===== config.mk =====
export PLATFORM = sky130hd
export DESIGN_NAME = uart_frame_loader
export DESIGN_NICKNAME = d
export VERILOG_FILES = /design/src/rtl/uart_frame_loader_pkg.sv /design/src/rtl/uart_frame_loader.sv
export SDC_FILE = /design/constraint.sdc
export NUM_CORES = 1
export LEC_CHECK = 0
export ABC_AREA = 1
export CORE_AREA = 2 2 66 68
export CTS_CLUSTER_DIAMETER = 120
export CTS_CLUSTER_SIZE = 30
export DETAILED_ROUTE_END_ITERATION = 16
export DIE_AREA = 0 0 68 70
export DONT_BUFFER_PORTS = 1
export HOLD_SLACK_MARGIN = 0.03
export PLACE_DENSITY_LB_ADDON = 0.2
export SLEW_MARGIN = 30
export SYNTH_ARGS = -nofsm -noshare
export SYNTH_HDL_FRONTEND = slang
export SYNTH_SLANG_ARGS = --single-unit

===== constraint.sdc =====
create_clock -name clk -period 1.35 [get_ports clk]
set_input_delay 0.27 -clock clk [delete_from_list [all_inputs] [get_ports clk]]
set_output_delay 0.27 -clock clk [all_outputs]
set_load 0.01 [all_outputs]

===== src/rtl/uart_frame_loader_pkg.sv =====
// Purpose: shared byte codes, FSM state encoding and panel geometry for the UART frame loader.
// Latency: n/a (constants only).
// Backpressure: n/a.
package uart_frame_loader_pkg;

    // Panel geometry, shared with the LED panel driver.
    localparam int COL_W = 4;   // column index width (16 columns)
    localparam int ROW_W = 8;   // rows per column

    // Byte protocol codes.
    localparam logic [7:0] CMD_SYNC     = 8'hF5;
    localparam logic [3:0] CMD_COLWR_HI = 4'h1;    // 8'h1a, a = column
    localparam logic [7:0] CMD_BULK     = 8'h80;
    localparam logic [7:0] CMD_CLR      = 8'h90;
    localparam logic [3:0] NIB_HI       = 4'h6;    // 8'h6n, n = data nibble
    localparam logic [4:0] COLOUR_HI    = 5'b00000; // 8'h00..8'h07

    localparam logic [COL_W-1:0] LAST_COL = '1;

    typedef enum logic [2:0] {
        ST_IDLE,
        ST_COL_HI,
        ST_COL_LO,
        ST_BULK_HI,
        ST_BULK_LO,
        ST_CLEAR
    } state_t;

endpackage


===== src/rtl/uart_frame_loader.sv =====
// Purpose: parses UART bytes into frame-buffer column writes, bulk loads, clears and colour updates.
// Latency: fb_we/rgb update one cycle after the rx_dv of the completing byte; clear spans 16 cycles.
// Backpressure: none; bytes arriving during a clear are dropped and flagged with err.
//
// Ports:
//   clk, reset          clock and synchronous active-high reset
//   i_rx_dv, i_rx_byte  one-cycle strobe with a received byte
//   o_fb_we/addr/data   one-cycle column write to the panel frame buffer (addr/data hold otherwise)
//   o_rgb               current colour {r,g,b}
//   o_busy              a command is in progress
//   o_frame_done        pulse with the column-15 write of a bulk load or clear
//   o_err               pulse on protocol error, dropped byte or timeout
module uart_frame_loader
    import uart_frame_loader_pkg::*;
#(
    parameter int         TIMEOUT_CYCLES = 4096,
    parameter logic [2:0] RGB_RESET      = 3'b101
) (
    input  logic             clk,
    input  logic             reset,
    input  logic             i_rx_dv,
    input  logic [7:0]       i_rx_byte,
    output logic             o_fb_we,
    output logic [COL_W-1:0] o_fb_addr,
    output logic [ROW_W-1:0] o_fb_data,
    output logic [2:0]       o_rgb,
    output logic             o_busy,
    output logic             o_frame_done,
    output logic             o_err
);

    localparam int TW = $clog2(TIMEOUT_CYCLES + 1);

    state_t           r_state;
    logic [COL_W-1:0] r_addr;
    logic [3:0]       r_hi;
    logic [TW-1:0]    r_tcnt;

    logic       w_is_sync;
    logic       w_is_colour;
    logic       w_is_colwr;
    logic       w_is_bulk;
    logic       w_is_clr;
    logic       w_is_nib;
    logic [3:0] w_nib;
    logic       w_in_cmd;
    logic       w_timeout;

    assign w_is_sync   = (i_rx_byte == CMD_SYNC);
    assign w_is_colour = (i_rx_byte[7:3] == COLOUR_HI);
    assign w_is_colwr  = (i_rx_byte[7:4] == CMD_COLWR_HI);
    assign w_is_bulk   = (i_rx_byte == CMD_BULK);
    assign w_is_clr    = (i_rx_byte == CMD_CLR);
    assign w_is_nib    = (i_rx_byte[7:4] == NIB_HI);
    assign w_nib       = i_rx_byte[3:0];

    // Only the nibble-waiting states are exposed to a stalled sender.
    assign w_in_cmd  = (r_state == ST_COL_HI) || (r_state == ST_COL_LO) ||
                       (r_state == ST_BULK_HI) || (r_state == ST_BULK_LO);
    // A byte arriving in the expiry cycle wins over the timeout.
    assign w_timeout = w_in_cmd && !i_rx_dv && (r_tcnt == TW'(TIMEOUT_CYCLES - 1));

    always_ff @(posedge clk) begin
        if (reset) begin
            r_state      <= ST_IDLE;
            r_addr       <= '0;
            r_hi         <= '0;
            r_tcnt       <= '0;
            o_fb_we      <= 1'b0;
            o_fb_addr    <= '0;
            o_fb_data    <= '0;
            o_rgb        <= RGB_RESET;
            o_busy       <= 1'b0;
            o_frame_done <= 1'b0;
            o_err        <= 1'b0;
        end else begin
            o_fb_we      <= 1'b0;
            o_frame_done <= 1'b0;
            o_err        <= 1'b0;

            if (i_rx_dv || !w_in_cmd) r_tcnt <= '0;
            else                      r_tcnt <= r_tcnt + 1'b1;

            case (r_state)
                ST_IDLE: begin
                    if (i_rx_dv) begin
                        if (w_is_colour) begin
                            o_rgb <= i_rx_byte[2:0];
                        end else if (w_is_colwr) begin
                            r_addr  <= w_nib;
                            r_state <= ST_COL_HI;
                            o_busy  <= 1'b1;
                        end else if (w_is_bulk) begin
                            r_addr  <= '0;
                            r_state <= ST_BULK_HI;
                            o_busy  <= 1'b1;
                        end else if (w_is_clr) begin
                            // Column 0 is written right away so the clear
                            // keeps the same one-cycle latency as other writes.
                            o_fb_we   <= 1'b1;
                            o_fb_addr <= '0;
                            o_fb_data <= '0;
                            r_addr    <= COL_W'(1);
                            r_state   <= ST_CLEAR;
                            o_busy    <= 1'b1;
                        end else if (!w_is_sync) begin
                            o_err <= 1'b1;
                        end
                    end
                end

                ST_COL_HI, ST_BULK_HI, ST_COL_LO, ST_BULK_LO: begin
                    if (i_rx_dv) begin
                        if (w_is_nib && (r_state == ST_COL_HI || r_state == ST_BULK_HI)) begin
                            r_hi    <= w_nib;
                            r_state <= (r_state == ST_COL_HI) ? ST_COL_LO : ST_BULK_LO;
                        end else if (w_is_nib) begin
                            o_fb_we   <= 1'b1;
                            o_fb_addr <= r_addr;
                            o_fb_data <= {r_hi, w_nib};
                            if (r_state == ST_BULK_LO && r_addr != LAST_COL) begin
                                r_addr  <= r_addr + 1'b1;
                                r_state <= ST_BULK_HI;
                            end else begin
                                o_frame_done <= (r_state == ST_BULK_LO);
                                r_state      <= ST_IDLE;
                                o_busy       <= 1'b0;
                            end
                        end else begin
                            // SYNC resynchronises silently; anything else is an error.
                            o_err   <= !w_is_sync;
                            r_state <= ST_IDLE;
                            o_busy  <= 1'b0;
                        end
                    end else if (w_timeout) begin
                        o_err   <= 1'b1;
                        r_state <= ST_IDLE;
                        o_busy  <= 1'b0;
                    end
                end

                ST_CLEAR: begin
                    o_fb_we   <= 1'b1;
                    o_fb_addr <= r_addr;
                    o_fb_data <= '0;
                    o_err     <= i_rx_dv;
                    if (r_addr == LAST_COL) begin
                        o_frame_done <= 1'b1;
                        r_state      <= ST_IDLE;
                        o_busy       <= 1'b0;
                    end else begin
                        r_addr <= r_addr + 1'b1;
                    end
                end

                default: begin
                    r_state <= ST_IDLE;
                    o_busy  <= 1'b0;
                end
            endcase
        end
    end

endmodule


==> Yosys cells after proc, flatten, opt, wreduce, memory -nomap -nowiden <==
Index checks and enable logic that the tools add are counted.
{ "totals": {"regBits": 43, "input_bits": 11, "word_cells": 144} }
{ "op_classes": {"addsub": 2, "n_eq_ne": 28, "muxes": 80, "reduce_logical": 23} }
{ "op_table": {"columns": ["op", "n"], "rows": [
  ["$mux W4", 18],
  ["$mux W8", 8],
  ["$mux W1", 34],
  ["$mux W3", 11],
  ["$eq A8 B8 Y1 const B", 3],
  ["$pmux W4 S3", 2],
  ["$pmux W8 S3", 1],
  ["$ne A2 B2 Y1 const B", 11],
  ["$reduce_and A9 Y1", 2],
  ["$add A13 B1 Y13 const B", 1],
  ["$eq A13 B12 Y1 const B", 1],
  ["$ne A4 B4 Y1 const B", 3],
  ["$pmux W1 S3", 3],
  ["$pmux W3 S3", 1],
  ["$reduce_and A7 Y1", 1],
  ["$eq A3 B2 Y1 const B", 2],
  ["$eq A3 B3 Y1 const B", 2],
  ["$ne A3 B3 Y1 const B", 2],
  ["$reduce_and A3 Y1", 2],
  ["$logic_not A5 Y1", 1],
  ["$logic_or A1 B1 Y1", 5],
  ["$reduce_and A5 Y1", 1],
  ["$add A4 B1 Y4 const B", 1],
  ["$eq A4 B1 Y1 const B", 1],
  ["11 further kinds", 16]
]} }

==> Logic depth before layout (Yosys ltp) <==
{ "logic_depth": {"depth_word": 9, "ltp_mapped": 12, "ltp_nobuf": 11} }

==> Least setup slack after synthesis <==
OpenSTA, ideal clock, no wires.
{ "synth_path": {"path_type": "reg2reg", "startpoint": "register r_state[0]", "endpoint": "register o_rgb[0]", "setup_time_ps": 138, "t_arrival_ps": 1274, "required_time_ps": 1212, "path_slack_ps": -62, "path_stages_with_launch": 9, "period_less_slack_ps": 1412, "cell_sequence": "dfxtp_1 -> inv_1 -> nand2_1 -> nor2_1 -> inv_1 -> nor3_1 -> inv_1 -> nand2_1 -> o211ai_1"} }
{ "synth_between": {"elab_chain_cells": 2} }
{ "synth_lines": {"columns": ["item", "line_no", "rtl"], "rows": [
  ["start, declared", "uart_frame_loader.sv:34", "state_t r_state;"],
  ["start signal, assigned", "uart_frame_loader.sv:116", "r_state <= (r_state == ST_COL_HI) ? ST_COL_LO : ST_BULK_LO;"],
  ["$logic_not A3 Y1", "uart_frame_loader.sv:84", "case (r_state)"],
  ["$reduce_and A3 Y1 (no line)", null, null],
  ["end signal, assigned", "uart_frame_loader.sv:88", "o_rgb <= i_rx_byte[2:0];"],
  ["end, declared", "uart_frame_loader.sv:26", "output logic [2:0] o_rgb,"]
]} }
No other way between the ends.
A chain may end at the register's enable or synchronous reset.

==> Worst setup path after layout <==
{ "layout_path": {"startpoint": "register r_state[1]", "endpoint": "register o_fb_addr[2]"} }
{ "layout_between": {"elab_chain_cells": 5, "word_cells_on_any_way": 20, "classes_between": "13 x eq/ne; 1 x mux; 6 x reduce/logical"} }
{ "layout_lines": {"columns": ["item", "line_no", "rtl"], "rows": [
  ["$eq A3 B1 Y1 or $eq A3 B2 Y1 (tied branches)", "uart_frame_loader.sv:84, uart_frame_loader.sv:114", null],
  ["$logic_or A1 B1 Y1", "uart_frame_loader.sv:114", "if (w_is_nib && (r_state == ST_COL_HI || r_state == ST_BULK_HI)) begin"],
  ["$logic_and A1 B1 Y1", "uart_frame_loader.sv:114", null],
  ["$ne A2 B2 Y1 (no line)", null, null],
  ["$reduce_and A9 Y1 (no line)", null, null],
  ["end signal, assigned", "uart_frame_loader.sv:119", "o_fb_addr <= r_addr;"],
  ["end signal, assigned", "uart_frame_loader.sv:144", "o_fb_addr <= r_addr;"],
  ["end, declared", "uart_frame_loader.sv:24", "output logic [COL_W-1:0] o_fb_addr,"]
]} }
Several ways; a longest one is shown, not always the timed one.

==> impl_metrics.json <==
{
  "critPathCaptureType": "register",
  "synth_ff_type": "dfxtp_1",
  "total_power_mw": 4.44,
  "switching_share_pct": 38.5,
  "synthCells": 323,
  "power.leakage_nw": 1.25,
  "final_cell_count_no_fill": 431,
  "p_int_mw": 2.73,
  "maxSlewViolCount": 0,
  "ys_ff_latch": 43,
  "clock_sinks": 43,
  "diodes": 0,
  "synthXorXnorAreaFrac_pct": 2.01,
  "drt_first_pass_iters": 5,
  "port_buffers": 0,
  "clk_latency_ns": 0.30,
  "synth_top_family_by_area": "simple AND/OR/NAND/NOR gates",
  "clock-root-buffer": "clkbuf_8",
  "htree_levels": 2,
  "cap_violations": 0,
  "criticalPathCategory": "register to register",
  "core-area_sq_um": 4140,
  "synth_cell_types": 29,
  "place_inst": 416,
  "synth-adder-area-share_pct": 1.15,
  "grt_pass1_vias": 2169,
  "powerDensity_nw_per_um2": 1460,
  "ys_seq_area_share_pct": 39.5,
  "netlist_area_sq_um": 2180,
  "design_area_sq_um": 3050,
  "synth.most_common_cell": "nand2_1",
  "synth-edff-count": 0,
  "clock.fmax_mhz": 676,
  "crit_arrival_ns": 1.65,
  "cts_tree": "built",
  "hp-class": "input port to register",
  "track_usage_pct": 26.5,
  "outcome": "complete, but fails checks",
  "post-dp-hpwl_microns": 4080,
  "setup_viol": 24,
  "antenna_found_initial": 0,
  "worst_pin_slew_ns": 0.514,
  "p_seq_share_pct": 34.5,
  "num_io_pins": 30,
  "hold_viol_final": 0,
  "maxSlewHeadroom_pct": 65.6,
  "grt_max_degree": 15,
  "post-route-period-util_pct": 110,
  "drtIter0Drc": 137,
  "place_ws_ns": -0.172,
  "yosys-top-cells-area": "dfxtp_1 40%, nand2_1 11%, nand3_1 10%",
  "synth_commonest_cells": "65 x nand2_1, 46 x nor2_1, 45 x nand3_1",
  "clkPwrFrac_pct": 23.7,
  "drtAntennaViolNets": 0,
  "syn_nets": 336,
  "cts.path.max_buffers": 2,
  "drc": 0,
  "async_reset_ff_share_pct": 0,
  "grt_pass1_wl_microns": 9700,
  "cts.clk_slew.worst_paths_ns": 0.09,
  "die_height_microns": 70,
  "rows": 24,
  "rr_worst_depth": 10,
  "setup_ws_ns": -0.129,
  "dr_total_vias": 2329,
  "drive_above_1_share_pct": 35.1,
  "die_area_sq_um": 4760,
  "area_growth_pct": 40.1,
  "cp_data_required_time_ns": 1.52,
  "viasPerCell": 5.40,
  "start_util_pct": 52.5,
  "routed_wl_microns": 6230,
  "synthMuxAreaShare_pct": 0,
  "die_w_microns": 68,
  "worstPathMaxFanout": 7,
  "period_needed_ns": 1.48,
  "violations": "negative setup slack",
  "placed_area_sq_um": 2580,
  "start_kind": "register",
  "wire_per_inst_microns": 14.5,
  "power.switching_mw": 1.71,
  "synth_top_area_share_pct": 39.5,
  "fill_cells": 319,
  "cts_made_buffers": 5,
  "syn_area_per_cell_sq_um": 6.74,
  "synthSimpleGateAreaFrac_pct": 37.1,
  "rsz0062_at_grt": "true",
  "yosys.area.top_type": "dfxtp_1",
  "yosys_warnings": 0,
  "vdd_drop_max_uv": 918,
  "clock_skew_ns": 0.0107,
  "nets": 391,
  "synth_compound_area_share_pct": 11.4,
  "p_comb_share_pct": 41.8,
  "overflow": 0,
  "hold_depth": 2,
  "finalHoldWorstSlack_ns": 0.124,
  "routabilityCongestion": 0.957
}
-- registers in the layout, summed over array words and instances (netlist names), 3 cells and up --
register,cells
r_tcnt,13
o_fb_data,8
o_fb_addr,4
r_addr,4
o_rgb,3
r_hi,4
r_state,3
-- per-stage QoR --
stage               utilization [%]  setup TNS (ns)
finish                         73.6           -1.36
global route                   73.6           -4.24
CTS                            68.1           -1.70
detailed placement             62.2           -3.24
global placement               62.2           -2.23
floorplan                         -               0
-- layer usage --
layer / global-route usage [%] / wire (microns)
met1: 34.4 / 2620
met2: 43.6 / 3160
met3: 4.67 / 315
met4: 8.89 / 141
met5: 0 / 0
-- power groups by stage --
stage               combinational [mW]  sequential, mW  clock (mW)
finish                            1.86            1.53        1.05
global route                      2.02            1.55        1.12
CTS                               1.56            1.51        1.06
detailed placement                1.36            1.53           0
global placement                  1.34            1.52           0
floorplan                        0.931            1.52           0
-- repair_timing --
item	in CTS	in global routing
pin swaps	12	15
buffers inserted	2	2
hold buffers	1	1
endpoints found under the setup margin	42	43
gates cloned	0	1
gates resized for setup	35	57
endpoints found under the hold margin	12	4
-- placed cells by master (no fill, tap or decap), drive strengths merged --
cell	Yosys	routed
dfxtp	43	43
nor3b	2	2
nor2	49	49
clkinv	0	1
clkbuf	3	6
o22ai	1	1
nor3	4	4
nand2	69	70
buf	5	53
nor4	1	1
a21oi	30	30
xnor2	2	2
bufinv	0	1
nand4	7	7
dlygate4sd3	0	2
o31ai	1	1
o21ai	14	14
o211ai	2	2
ha	2	2
xor2	3	3
or2	1	1
nand3	46	46
inv	38	38
-- logic make-up (layout without fill, tap and decap cells) --
logic type      after synthesis  in the layout
fa+ha+maj                     2              2
simple gates                179            180
compound gates               48             48
xor+xnor                      5              5
flops                        43             43
buf+inv                      46            101
-- final timing paths --
path                                   start      endpoint  slack, ns
worst max-delay path              r_state[1]  o_fb_addr[2]      -0.13
worst min-delay path            i_rx_byte[2]  o_fb_data[2]       0.12
worst max register to register    r_state[1]  o_fb_addr[2]      -0.13
worst min register to register    r_tcnt[12]    r_tcnt[12]       0.48
-- critical path, cell delays in order, from the launching register on --
cell	delay [ns]
dfxtp_4	0.38
inv_4	0.08
nand2_8	0.06
nand2_4	0.07
nand2_4	0.07
buf_6	0.13
nor2_4	0.19
inv_2	0.08
buf_4	0.14
nand3_1	0.07
a21oi_1	0.06
-- cell type report --
type                       count  area (sq um)  area share, %
clock buffer                   6          82.6           2.71
multi-input combinational    235          1390           45.6
sequential                    43           877           28.8
inverter                      38           158           5.17
clock inverter                 2          35.0           1.15
tap                           52          65.1           2.13
timing repair buffer          55           440           14.4
Note: power is estimated with default switching activity, not from simulation.
